[config.mk]
export PLATFORM = sky130hd
export DESIGN_NAME = graph_vertex_fetch_flat
export DESIGN_NICKNAME = d
export VERILOG_FILES = /design/src/rtl/graph_vertex_fetch_if.sv /design/src/rtl/graph_vertex_fetch.sv /design/src/flat_wrapper.sv
export SDC_FILE = /design/constraint.sdc
export NUM_CORES = 2
export LEC_CHECK = 0
export CAP_MARGIN = 15
export CORE_AREA = 10 10 393 395
export CTS_CLUSTER_DIAMETER = 200
export DETAILED_ROUTE_END_ITERATION = 6
export DIE_AREA = 0 0 403 405
export GPL_ROUTABILITY_DRIVEN = 1
export SLEW_MARGIN = 0
export SYNTH_ARGS = -nofsm -noshare
export SYNTH_HDL_FRONTEND = slang
export SYNTH_SLANG_ARGS = --single-unit
export TNS_END_PERCENT = 20
[constraint.sdc]
create_clock -name clk_in -period 25.4 [get_ports clk_in]
set_input_delay 6.35 -clock clk_in [delete_from_list [all_inputs] [get_ports clk_in]]
set_output_delay 6.35 -clock clk_in [all_outputs]
set_load 0.01 [all_outputs]
[src/rtl/graph_vertex_fetch_if.sv]
// Bus bundle for graph_vertex_fetch: scheduler request/response, the two FIFO
// heads and both graph-memory read ports.
// slave  = the fetch block itself; master = scheduler plus graph memory side.
interface graph_vertex_fetch_if;
    logic [31:0] v_addr_in;
    logic        valid_in;
    logic        ready_out;

    logic [31:0] data_out;
    logic        data_valid_out;
    logic        pos_deq_in;
    logic        pos_full_out;
    logic        pos_empty_out;

    logic [31:0] neigh_fifo_out;
    logic        neigh_valid_out;
    logic        neigh_deq_in;
    logic        neigh_full_out;
    logic        neigh_empty_out;

    logic [31:0] mem_req_out;
    logic        mem_valid_out;
    logic [31:0] mem_data_in;
    logic        mem_valid_in;

    logic [31:0] mem_req_out2;
    logic        mem_valid_out2;
    logic [31:0] mem_data_in2;
    logic        mem_valid_in2;

    modport slave (
        input  v_addr_in, valid_in, pos_deq_in, neigh_deq_in,
        input  mem_data_in, mem_valid_in, mem_data_in2, mem_valid_in2,
        output ready_out,
        output data_out, data_valid_out, pos_full_out, pos_empty_out,
        output neigh_fifo_out, neigh_valid_out, neigh_full_out, neigh_empty_out,
        output mem_req_out, mem_valid_out, mem_req_out2, mem_valid_out2
    );

    modport master (
        output v_addr_in, valid_in, pos_deq_in, neigh_deq_in,
        output mem_data_in, mem_valid_in, mem_data_in2, mem_valid_in2,
        input  ready_out,
        input  data_out, data_valid_out, pos_full_out, pos_empty_out,
        input  neigh_fifo_out, neigh_valid_out, neigh_full_out, neigh_empty_out,
        input  mem_req_out, mem_valid_out, mem_req_out2, mem_valid_out2
    );
endinterface

[src/rtl/graph_vertex_fetch.sv]
// Graph-traversal front end: fetches a vertex record over two graph-memory read
// ports, queues its position words and its (not yet visited) neighbour addresses.
// Optional feature macro: GVF_VISITED_FILTER_EN enables the visited bitmap and
// neighbour filtering; without it every neighbour is queued.

// First-word-fall-through FIFO with registered head and status flags.
module gvf_fifo #(
    parameter int unsigned DEPTH = 16,
    parameter int unsigned WIDTH = 32
) (
    input  logic                         clk_in,
    input  logic                         rst_in,
    input  logic                         push,
    input  logic [WIDTH-1:0]             din,
    input  logic                         pop,
    output logic [WIDTH-1:0]             head,
    output logic                         valid,
    output logic                         empty,
    output logic                         full,
    output logic [$clog2(DEPTH+1)-1:0]   count
);
    localparam int unsigned PW = $clog2(DEPTH);
    localparam int unsigned CW = $clog2(DEPTH + 1);

    logic [WIDTH-1:0] store [DEPTH];
    logic [PW-1:0]    rd_ptr;
    logic [PW-1:0]    wr_ptr;
    logic [PW-1:0]    rd_next;
    logic [CW-1:0]    cnt_next;
    logic [WIDTH-1:0] head_next;
    logic             push_ok;
    logic             pop_ok;

    // Next pointer/count and the head word that will be visible after this edge.
    always_comb begin
        pop_ok    = pop && (count != '0);
        push_ok   = push && (count != CW'(DEPTH));
        rd_next   = pop_ok ? rd_ptr + PW'(1) : rd_ptr;
        cnt_next  = count + CW'(push_ok) - CW'(pop_ok);
        head_next = '0;
        if (cnt_next != '0) begin
            head_next = (push_ok && (wr_ptr == rd_next)) ? din : store[rd_next];
        end
    end

    // Pointers, occupancy and registered status outputs.
    always_ff @(posedge clk_in or posedge rst_in) begin
        if (rst_in) begin
            rd_ptr <= '0;
            wr_ptr <= '0;
            count  <= '0;
            head   <= '0;
            valid  <= 1'b0;
            empty  <= 1'b1;
            full   <= 1'b0;
        end else begin
            rd_ptr <= rd_next;
            if (push_ok) begin
                wr_ptr <= wr_ptr + PW'(1);
            end
            count <= cnt_next;
            head  <= head_next;
            valid <= (cnt_next != '0);
            empty <= (cnt_next == '0);
            full  <= (cnt_next == CW'(DEPTH));
        end
    end

    // Storage array; contents are only observed through the head register.
    always_ff @(posedge clk_in) begin
        if (push_ok) begin
            store[wr_ptr] <= din;
        end
    end
endmodule

module graph_vertex_fetch #(
    parameter int unsigned DIM        = 4,
    parameter int unsigned FIFO_DEPTH = 16,
    parameter int unsigned VADDR_BITS = 8
) (
    input  logic                clk_in,
    input  logic                rst_in,
    graph_vertex_fetch_if.slave bus
);
    localparam int unsigned CW = $clog2(FIFO_DEPTH + 1);
    localparam int unsigned SW = CW + 1;
    localparam int unsigned KW = $clog2(DIM + 1);

    typedef enum logic [1:0] {IDLE, FETCH, NEIGH, DRAIN} state_t;

    state_t        state;
    state_t        state_next;

    logic [31:0]   v_base;
    logic [KW-1:0] a_issued;
    logic          cnt_issued;
    logic          n_got;
    logic [31:0]   n_cnt;
    logic [31:0]   b_idx;
    logic [CW-1:0] a_out;
    logic [CW-1:0] b_out;

    logic          accept_c;
    logic          issue_a_c;
    logic          issue_b_c;
    logic [31:0]   b_addr_c;
    logic          resp_a_c;
    logic          resp_b_c;
    logic          cnt_resp_c;
    logic          nb_keep_c;
    logic          nb_push_c;

    logic [31:0]   mem_req_a;
    logic          mem_vld_a;
    logic [31:0]   mem_req_b;
    logic          mem_vld_b;
    logic          ready_q;

    logic [31:0]   pos_head;
    logic          pos_valid;
    logic          pos_empty;
    logic          pos_full;
    logic [CW-1:0] pos_cnt;
    logic [31:0]   neigh_head;
    logic          neigh_valid;
    logic          neigh_empty;
    logic          neigh_full;
    logic [CW-1:0] neigh_cnt;

    // Responses are only meaningful while a fetch is in progress; stragglers are dropped.
    assign resp_a_c   = bus.mem_valid_in  && (state != IDLE) && (a_out != '0);
    assign resp_b_c   = bus.mem_valid_in2 && (state != IDLE) && (b_out != '0);
    assign cnt_resp_c = resp_b_c && !n_got;
    assign nb_push_c  = resp_b_c && n_got && nb_keep_c;

`ifdef GVF_VISITED_FILTER_EN
    logic [2**VADDR_BITS-1:0] visited;

    assign nb_keep_c = !visited[bus.mem_data_in2[VADDR_BITS-1:0]];

    // Visited bitmap: marked by accepted requests and by every neighbour queued.
    always_ff @(posedge clk_in or posedge rst_in) begin
        if (rst_in) begin
            visited <= '0;
        end else begin
            if (accept_c) begin
                visited[bus.v_addr_in[VADDR_BITS-1:0]] <= 1'b1;
            end
            if (nb_push_c) begin
                visited[bus.mem_data_in2[VADDR_BITS-1:0]] <= 1'b1;
            end
        end
    end
`else
    assign nb_keep_c = 1'b1;
`endif

    // State register.
    always_ff @(posedge clk_in or posedge rst_in) begin
        if (rst_in) begin
            state <= IDLE;
        end else begin
            state <= state_next;
        end
    end

    // Next state and per-cycle issue decisions, credit-gated against FIFO space.
    always_comb begin
        state_next = state;
        accept_c   = 1'b0;
        issue_a_c  = 1'b0;
        issue_b_c  = 1'b0;
        b_addr_c   = '0;
        case (state)
            IDLE: begin
                if (bus.valid_in) begin
                    accept_c   = 1'b1;
                    state_next = FETCH;
                end
            end
            FETCH: begin
                if ((a_issued < KW'(DIM)) &&
                    ((SW'(pos_cnt) + SW'(a_out)) < SW'(FIFO_DEPTH))) begin
                    issue_a_c = 1'b1;
                end
                if (!cnt_issued) begin
                    issue_b_c = 1'b1;
                    b_addr_c  = v_base + 32'(DIM);
                end
                if (n_got && (a_issued == KW'(DIM))) begin
                    state_next = (n_cnt == '0) ? DRAIN : NEIGH;
                end
            end
            NEIGH: begin
                if (b_idx == n_cnt) begin
                    state_next = DRAIN;
                end else if ((SW'(neigh_cnt) + SW'(b_out)) < SW'(FIFO_DEPTH)) begin
                    issue_b_c = 1'b1;
                    b_addr_c  = v_base + 32'(DIM) + 32'd1 + b_idx;
                end
            end
            DRAIN: begin
                if ((a_out == '0) && (b_out == '0)) begin
                    state_next = IDLE;
                end
            end
            default: state_next = IDLE;
        endcase
    end

    // Request bookkeeping: issue progress, neighbour count and outstanding credits.
    always_ff @(posedge clk_in or posedge rst_in) begin
        if (rst_in) begin
            v_base     <= '0;
            a_issued   <= '0;
            cnt_issued <= 1'b0;
            n_got      <= 1'b0;
            n_cnt      <= '0;
            b_idx      <= '0;
            a_out      <= '0;
            b_out      <= '0;
        end else begin
            if (accept_c) begin
                v_base     <= bus.v_addr_in;
                a_issued   <= '0;
                cnt_issued <= 1'b0;
                n_got      <= 1'b0;
                n_cnt      <= '0;
                b_idx      <= '0;
            end
            if (issue_a_c) begin
                a_issued <= a_issued + KW'(1);
            end
            if (issue_b_c) begin
                if (state == FETCH) begin
                    cnt_issued <= 1'b1;
                end else begin
                    b_idx <= b_idx + 32'd1;
                end
            end
            if (cnt_resp_c) begin
                n_got <= 1'b1;
                n_cnt <= bus.mem_data_in2;
            end
            a_out <= a_out + CW'(issue_a_c) - CW'(resp_a_c);
            b_out <= b_out + CW'(issue_b_c) - CW'(resp_b_c);
        end
    end

    // Registered memory request strobes/addresses and the ready flag.
    always_ff @(posedge clk_in or posedge rst_in) begin
        if (rst_in) begin
            mem_req_a <= '0;
            mem_vld_a <= 1'b0;
            mem_req_b <= '0;
            mem_vld_b <= 1'b0;
            ready_q   <= 1'b1;
        end else begin
            mem_vld_a <= issue_a_c;
            mem_vld_b <= issue_b_c;
            if (issue_a_c) begin
                mem_req_a <= v_base + 32'(a_issued);
            end
            if (issue_b_c) begin
                mem_req_b <= b_addr_c;
            end
            ready_q <= (state_next == IDLE);
        end
    end

    gvf_fifo #(.DEPTH(FIFO_DEPTH), .WIDTH(32)) u_pos_fifo (
        .clk_in (clk_in),
        .rst_in (rst_in),
        .push   (resp_a_c),
        .din    (bus.mem_data_in),
        .pop    (bus.pos_deq_in),
        .head   (pos_head),
        .valid  (pos_valid),
        .empty  (pos_empty),
        .full   (pos_full),
        .count  (pos_cnt)
    );

    gvf_fifo #(.DEPTH(FIFO_DEPTH), .WIDTH(32)) u_neigh_fifo (
        .clk_in (clk_in),
        .rst_in (rst_in),
        .push   (nb_push_c),
        .din    (bus.mem_data_in2),
        .pop    (bus.neigh_deq_in),
        .head   (neigh_head),
        .valid  (neigh_valid),
        .empty  (neigh_empty),
        .full   (neigh_full),
        .count  (neigh_cnt)
    );

    assign bus.ready_out       = ready_q;
    assign bus.data_out        = pos_head;
    assign bus.data_valid_out  = pos_valid;
    assign bus.pos_full_out    = pos_full;
    assign bus.pos_empty_out   = pos_empty;
    assign bus.neigh_fifo_out  = neigh_head;
    assign bus.neigh_valid_out = neigh_valid;
    assign bus.neigh_full_out  = neigh_full;
    assign bus.neigh_empty_out = neigh_empty;
    assign bus.mem_req_out     = mem_req_a;
    assign bus.mem_valid_out   = mem_vld_a;
    assign bus.mem_req_out2    = mem_req_b;
    assign bus.mem_valid_out2  = mem_vld_b;
endmodule

[src/flat_wrapper.sv]
// flat-port wrapper written by rule: the top's interface ports become plain ports
module graph_vertex_fetch_flat 
#(
    parameter int unsigned DIM        = 4,
    parameter int unsigned FIFO_DEPTH = 16,
    parameter int unsigned VADDR_BITS = 8
)
  (clk_in, rst_in, bus_v_addr_in, bus_valid_in, bus_pos_deq_in, bus_neigh_deq_in, bus_mem_data_in, bus_mem_valid_in, bus_mem_data_in2, bus_mem_valid_in2, bus_ready_out, bus_data_out, bus_data_valid_out, bus_pos_full_out, bus_pos_empty_out, bus_neigh_fifo_out, bus_neigh_valid_out, bus_neigh_full_out, bus_neigh_empty_out, bus_mem_req_out, bus_mem_valid_out, bus_mem_req_out2, bus_mem_valid_out2);
  graph_vertex_fetch_if bus_i ();
  input  logic clk_in;
  input  logic rst_in;
  input wire logic [$bits(bus_i.v_addr_in)-1:0] bus_v_addr_in;
  input wire logic [$bits(bus_i.valid_in)-1:0] bus_valid_in;
  input wire logic [$bits(bus_i.pos_deq_in)-1:0] bus_pos_deq_in;
  input wire logic [$bits(bus_i.neigh_deq_in)-1:0] bus_neigh_deq_in;
  input wire logic [$bits(bus_i.mem_data_in)-1:0] bus_mem_data_in;
  input wire logic [$bits(bus_i.mem_valid_in)-1:0] bus_mem_valid_in;
  input wire logic [$bits(bus_i.mem_data_in2)-1:0] bus_mem_data_in2;
  input wire logic [$bits(bus_i.mem_valid_in2)-1:0] bus_mem_valid_in2;
  output wire logic [$bits(bus_i.ready_out)-1:0] bus_ready_out;
  output wire logic [$bits(bus_i.data_out)-1:0] bus_data_out;
  output wire logic [$bits(bus_i.data_valid_out)-1:0] bus_data_valid_out;
  output wire logic [$bits(bus_i.pos_full_out)-1:0] bus_pos_full_out;
  output wire logic [$bits(bus_i.pos_empty_out)-1:0] bus_pos_empty_out;
  output wire logic [$bits(bus_i.neigh_fifo_out)-1:0] bus_neigh_fifo_out;
  output wire logic [$bits(bus_i.neigh_valid_out)-1:0] bus_neigh_valid_out;
  output wire logic [$bits(bus_i.neigh_full_out)-1:0] bus_neigh_full_out;
  output wire logic [$bits(bus_i.neigh_empty_out)-1:0] bus_neigh_empty_out;
  output wire logic [$bits(bus_i.mem_req_out)-1:0] bus_mem_req_out;
  output wire logic [$bits(bus_i.mem_valid_out)-1:0] bus_mem_valid_out;
  output wire logic [$bits(bus_i.mem_req_out2)-1:0] bus_mem_req_out2;
  output wire logic [$bits(bus_i.mem_valid_out2)-1:0] bus_mem_valid_out2;
  assign bus_i.v_addr_in = bus_v_addr_in;
  assign bus_i.valid_in = bus_valid_in;
  assign bus_i.pos_deq_in = bus_pos_deq_in;
  assign bus_i.neigh_deq_in = bus_neigh_deq_in;
  assign bus_i.mem_data_in = bus_mem_data_in;
  assign bus_i.mem_valid_in = bus_mem_valid_in;
  assign bus_i.mem_data_in2 = bus_mem_data_in2;
  assign bus_i.mem_valid_in2 = bus_mem_valid_in2;
  assign bus_ready_out = bus_i.ready_out;
  assign bus_data_out = bus_i.data_out;
  assign bus_data_valid_out = bus_i.data_valid_out;
  assign bus_pos_full_out = bus_i.pos_full_out;
  assign bus_pos_empty_out = bus_i.pos_empty_out;
  assign bus_neigh_fifo_out = bus_i.neigh_fifo_out;
  assign bus_neigh_valid_out = bus_i.neigh_valid_out;
  assign bus_neigh_full_out = bus_i.neigh_full_out;
  assign bus_neigh_empty_out = bus_i.neigh_empty_out;
  assign bus_mem_req_out = bus_i.mem_req_out;
  assign bus_mem_valid_out = bus_i.mem_valid_out;
  assign bus_mem_req_out2 = bus_i.mem_req_out2;
  assign bus_mem_valid_out2 = bus_i.mem_valid_out2;
  graph_vertex_fetch #(.DIM(DIM), .FIFO_DEPTH(FIFO_DEPTH), .VADDR_BITS(VADDR_BITS)) u_core (.clk_in(clk_in), .rst_in(rst_in), .bus(bus_i));
endmodule
After elaboration in Yosys (flattened, before gate mapping):

Memories as Yosys holds them, arrays and structs flattened.
Index checks and enable logic that the tools add are counted.

* $add $sub $neg: 20
* order comparisons: 3
* equal/unequal tests: 11
* muxes and demuxes: 40
* reductions and logical operators: 32

Operator list (count)
* 32-bit 2-to-1 mux: 12
* 32-bit by 1-bit adder with 32-bit output, second input constant: 2
* 32-bit one-hot mux with 2 select lines: 1
* 32-bit by 3-bit adder with 32-bit output: 1
* 32-bit by 3-bit adder with 32-bit output, second input constant: 1
* 32-bit adder: 1
* 32-bit == test: 1
* 32-bit logical NOT: 1
* 5-bit nonzero test: 6
* 5-bit by 1-bit adder with 5-bit output: 4
* 5-bit logical NOT: 4
* 5-bit by 1-bit subtractor with 5-bit output: 4
* 1-bit 2-to-1 mux: 17
* 4-bit by 1-bit adder with 4-bit output, second input constant: 4
* 1-bit logical AND: 15
* 5-bit by 5-bit adder with 6-bit output: 2
* 6-bit by 5-bit < comparator with 1-bit output, second input constant: 2
* 5-bit == test, second input constant: 2
* 5-bit != test, second input constant: 2
* 4-bit == test: 2
* 2-bit 2-to-1 mux: 4
* 4-bit 2-to-1 mux: 2
* 2-bit one-hot mux with 4 select lines: 1
* 3-bit 2-to-1 mux: 2
* 9 further kinds: 13

* flip-flop bits (word level): 276
* bits in writable memories: 1024
* input port bits: 103
* output and inout port bits: 137
* word-level logic and storage cells: 136
* memories kept: 2

Memories
* u_core.u_neigh_fifo.store: words 16, width 32, read ports 1, clocked after memory_dff 0, write ports 1, line graph_vertex_fetch.sv:25 `logic [WIDTH-1:0] store [DEPTH];`
* u_core.u_pos_fifo.store: words 16, width 32, read ports 1, clocked after memory_dff 0, write ports 1, line graph_vertex_fetch.sv:25

Longest topological paths before layout:

* word-level depth: 9
* gate-level depth with buffers: 19
* mapped depth without buffers: 18

Cells and area by module:

Synthesis repeated with hierarchy kept, for this count alone.

* cell total of the unflattened synthesis: 5232
* area total of the unflattened synthesis: 65607.9 µm²

Modules (own cells, without submodules)
* gvf_fifo at u_core.u_neigh_fifo: times used 1, cells an instance 2187, area an instance 29259.3 µm², seq. area each 16577.1 µm²
* gvf_fifo at u_core.u_pos_fifo: times used 1, cells an instance 1721, area an instance 25095.3 µm², seq. area each 16577.1 µm²
* graph_vertex_fetch: times used 1, cells an instance 1324, area an instance 11253.3 µm², seq. area each 4505.6 µm²

Worst setup path before layout:

No wires, ideal clock.

* path kind: input port to flip-flop
* start: input bus_mem_valid_in2
* end: memory u_core.u_neigh_fifo.store[0][0], enable pin
* library setup time: 0.501 ns
* arrival: 10.209 ns
* data required time: 24.899 ns
* path slack: 14.690 ns
* stages on the path: 4
* path buffers: 1
* cells stage by stage: nor3b_1 > o211ai_1 > clkbuf_1 > nor4_1

* longest elaborated chain between the ends: 6

Ends and longest elaborated chain
* start: declaration: line flat_wrapper.sv:19 `input wire logic [$bits(bus_i.mem_valid_in2)-1:0] bus_mem_valid_in2;`
* 1-bit logical AND (2 in a row): line graph_vertex_fetch.sv:133 `assign resp_b_c = bus.mem_valid_in2 && (state != IDLE) && (b_out != '0);`
* 1-bit logical AND: line graph_vertex_fetch.sv:135 `assign nb_push_c = resp_b_c && n_got && nb_keep_c;`
* 1-bit logical AND: line graph_vertex_fetch.sv:37 `push_ok = push && (count != CW'(DEPTH));`
* 1-bit 2-to-1 mux: line graph_vertex_fetch.sv:71 `if (push_ok) begin`
* 1-bit 2-to-1 mux (not written as such): line graph_vertex_fetch.sv:72 `store[wr_ptr] <= din;`
* end: declaration: line graph_vertex_fetch.sv:25

Every way passes these cells.

Final worst setup path:

* start: input bus_mem_valid_in
* end: register u_core.u_pos_fifo.head[30]

* longest elaborated chain between the ends: 7
* elaborated cells on any way between the ends: 9
* classes of those cells: add/sub (2); mux (2); reduce/logical (5)

Ends and longest elaborated chain
* start: declaration: line flat_wrapper.sv:17 `input wire logic [$bits(bus_i.mem_valid_in)-1:0] bus_mem_valid_in;`
* 1-bit logical AND (2 in a row): line graph_vertex_fetch.sv:132 `assign resp_a_c = bus.mem_valid_in && (state != IDLE) && (a_out != '0);`
* 1-bit logical AND: line graph_vertex_fetch.sv:37
* 5-bit by 1-bit adder with 5-bit output: line graph_vertex_fetch.sv:39 `cnt_next = count + CW'(push_ok) - CW'(pop_ok);`
* 5-bit by 1-bit subtractor with 5-bit output: line graph_vertex_fetch.sv:39
* via u_core.u_pos_fifo.cnt_next[1]: line graph_vertex_fetch.sv:29 `logic [CW-1:0] cnt_next;`
* 5-bit nonzero test: line graph_vertex_fetch.sv:41 `if (cnt_next != '0) begin`
* 32-bit 2-to-1 mux: line graph_vertex_fetch.sv:41
* via u_core.u_pos_fifo.head_next[30]: line graph_vertex_fetch.sv:30 `logic [WIDTH-1:0] head_next;`
* end signal: assignment: line graph_vertex_fetch.sv:62 `head <= head_next;`
* end: declaration: line graph_vertex_fetch.sv:16 `output logic [WIDTH-1:0] head,`

The timed path passes the listed nets, and every way through them passes these cells.
A chain may end at the register's enable or synchronous reset.

==> results.tsv <==
stage	metric	value	unit
yosys	syn_area	53900	sq um
power	p_int	5.07	mW
die	core-area	147000	sq um
sta	setup_viol	0	
finish	stdcell_count	5667	
power	cellPowerDensity	122	nW/um^2
worst_setup_path	startpoint_type	input pin	
yosys	avgSynthCellArea	16.1	sq um
clock_tree	clk_latency	0.79	ns
die	die_height	405	um
finish	drive_gt1_share	16.1	%
detailed_routing	vias	30379	
yosys	dominantRegCellSynth	edfxtp_1	
sta	skew	0.0343	ns
yosys	synth.distinct_cells	76	
worst_hold_path	hold_path_depth	2	
power	power_frac_seq	36.7	%
global_routing	grt_pass1_vias	31423	
placed_design	numPortBuffers	239	
sta	tns	0	ns
yosys	yosys_warnings	0	
die	rows	141	
placed_design	hpwl	79.4	mm
global_routing	grt_max_degree	116	
clock_tree	cts_resized	0	
detailed_routing	drc	0	
sta	worst_slew_margin_rel	31.3	%
sta	final.min_clock_period	9.83	ns
detailed_routing	drtAntennaViolNets	0	
placed_design	gp_congestion	0.819	
global_routing	grt-ovfl-total	0	
sta	rsz0062_at_grt	false	
clock_tree	cts_root_buf	clkbuf_16	
clock_tree	cts_max_level	4	
global_routing	antenna_found_initial	13	
detailed_routing	drt_pass1_iterations	5	
clock_tree	holdBufCountCts	0	
clock_tree	cts_tree	built	
outcome	status	complete, no violations	
worst_setup_path	cp.required	26.01	ns
clock_tree	cts_setup_buffers	0	
clock_tree	ctsLongestPathBuffers	3	
finish	syn_to_final_growth	17.8	%
detailed_routing	viasPerCell	5.36	
finish	fillCellCount	12984	
worst_setup_path	worstSetupPathType	in -> reg	
sta	drv_slew	0	
die	start_util	36.8	%
sta	hold_viol_final	0	
power	p_leak	22.1	nW
placed_design	dp.cells	5406	
run	cap_violations	0	
power	swShare	34.5	%
die	die_area	163000	sq um
power	comb_power_share	36.7	%
power	ir_drop	91.6	uV
clock_tree	path_clk_slew	0.06	ns
yosys	synth-edff-count	1024	
power	p_switching	2.67	mW
detailed_routing	drt_iter0_drc	2406	
yosys	syn-instance-count	3347	
clock_tree	cts_sinks	1300	
yosys	netlist_top_cells_area	edfxtp_1 (57%), dfrtp_1 (13%), mux4_2 (11%)	
power	clkPwrFrac	26.6	%
die	boundaryPins	240	
global_routing	grt.total_usage	16.9	%
clock_tree	cts_buffers	141	
yosys	ys_seq_elements	1300	
sta	fmax	102	MHz
sta	tightest_slew	1.03	ns
worst_setup_path	cp_data_arrival_time	10.43	ns
worst_setup_path	worst-r2r-cell-count	16	
yosys	synthArstFlopShare	21.2	%
finish	layout.nets	3817	
detailed_routing	wl	140	mm
global_routing	grt_pass1_wl	208	mm
worst_setup_path	crit_fanout	34	
yosys	syn-num-nets	3545	
worst_hold_path	hp-class	reg -> reg	
yosys	yosys.area.top_type_share	57.0	%
sta	fin_crit_sh	38.7	%
worst_setup_path	critPathCaptureType	register	
die	die-width	403	um
detailed_routing	wire_per_inst	24.7	um
yosys	ys_seq_area_share	69.8	%
yosys	synth_top_area_cell	edfxtp_1	
cell type report:
class	count	area (sq um)	share of cell area (%)
repair buffers	302	2870	4.51
flip-flops and latches	1300	37700	59.2
clock inverters	63	783	1.23
diodes	4	10.0	0.0157
clock buffers	194	3910	6.15
inverters	90	359	0.565
well taps	1930	2410	3.80
multi-input cells	1784	15600	24.5
cells by family (layout without fill, tap and decap cells):
group | count (synthesis) | after routing | synth area share (%)
xor+xnor | 153 | 153 | 2.51
flops | 1300 | 1300 | 69.8
mux | 299 | 299 | 11.4
compound gates | 491 | 491 | 6.00
fa+ha+maj | 95 | 95 | 2.29
simple gates | 746 | 746 | 6.09
other cells | 0 | 4 | 0
buf+inv | 263 | 649 | 1.89
power by group through the flow:
| stage | clock [mW] | sequential, mW | combinational (mW) |
|---|---|---|---|
| floorplan | 0 | 2.81 | 1.94 |
| global placement | 0 | 2.88 | 2.84 |
| detailed placement | 0 | 2.88 | 2.88 |
| CTS | 2.10 | 2.84 | 2.89 |
| global route | 2.19 | 2.87 | 3.12 |
| finish | 2.06 | 2.84 | 2.84 |
layout by cell type, fill, tap and decap left out, types with 89 or more instances in the layout:
| cell | count |
|---|---|
| ha_1 | 89 |
| nand2_1 | 349 |
| nor2_1 | 182 |
| mux4_2 | 252 |
| clkdlybuf4s50_1 | 239 |
| dfrtp_1 | 273 |
| clkbuf_16 | 141 |
| edfxtp_1 | 1024 |
| o21ai_0 | 89 |
| a21oi_1 | 128 |
metal layers:
metal | wire length [um] | track usage, % | vias to the layer above | part of all wire (%)
li1 | - | - | 13479 | -
met1 | 57800 | 21.6 | 15755 | 41
met2 | 68900 | 28.4 | 870 | 49
met3 | 8490 | 3.68 | 259 | 6.1
met4 | 4480 | 6.09 | 16 | 3.2
met5 | 99 | 0 | - | 0.071
registers in the layout, indices dropped and copies added (netlist names), 32 cells and up:
| name | cells |
|---|---|
| u_core.b_idx | 32 |
| u_core.bus.mem_req_out | 32 |
| u_core.bus.mem_req_out2 | 32 |
| u_core.n_cnt | 32 |
| u_core.u_neigh_fifo.head | 32 |
| u_core.u_neigh_fifo.store | 512 |
| u_core.u_pos_fifo.head | 32 |
| u_core.u_pos_fifo.store | 512 |
| u_core.v_base | 32 |
worst max-delay path, stage by stage:
cell	delay, ns
clkdlybuf4s50_1	0.46
nand3b_1	0.28
a21oi_1	0.63
inv_2	0.20
ha_1	0.34
inv_1	0.05
ha_1	0.15
inv_1	0.06
fa_1	0.50
inv_1	0.04
or4_1	0.59
nor2_4	0.10
buf_4	0.50
nor3_1	0.16
through the flow:
| stage | util, % | hold WS [ns] | total power, mW | setup slack [ns] | area (sq um) |
|---|---|---|---|---|---|
| after floorplan | - | 0.464 | 4.75 | 11.45 | 53900 |
| after global placement | 40.1 | 0.489 | 5.72 | 14.91 | 58900 |
| after detailed placement | 40.1 | 0.494 | 5.77 | 14.83 | 58900 |
| after CTS | 43.3 | 0.512 | 7.84 | 15.64 | 63600 |
| after global routing | 43.3 | 0.529 | 8.18 | 15.39 | 63600 |
| final | 43.3 | 0.509 | 7.74 | 15.57 | 63600 |
synthesized netlist by cell type, types with 27 or more instances:
library cell / number
edfxtp_1: 1024
nand2_1: 350
dfrtp_1: 273
mux4_2: 252
nor2_1: 199
a21oi_1: 129
clkbuf_1: 127
ha_1: 89
o21ai_0: 89
xor2_1: 82
inv_1: 79
xnor2_1: 69
a22o_1: 55
mux2i_1: 42
a311oi_1: 41
o21ai_1: 37
o2111ai_1: 35
nor4_1: 32
nand3_1: 31
buf_2: 27
nand4_1: 27
worst paths after layout:
check | start | endpoint | slack [ns]
setup / recovery | bus_mem_valid_in | u_core.u_pos_fifo.head[30] | 15.57
hold / removal | u_core.bus.mem_req_out2[30] | u_core.bus.mem_req_out2[30] | 0.51
setup reg to reg | u_core.a_out[3] | u_core.u_pos_fifo.head[30] | 20.65
hold reg to reg | u_core.bus.mem_req_out2[30] | u_core.bus.mem_req_out2[30] | 0.51
max in group asynchronous | rst_in | u_core.u_neigh_fifo.head[7] | 16.86
min in group asynchronous | rst_in | u_core.v_base[5] | 6.15
Note: power is estimated with default switching activity, not from simulation.
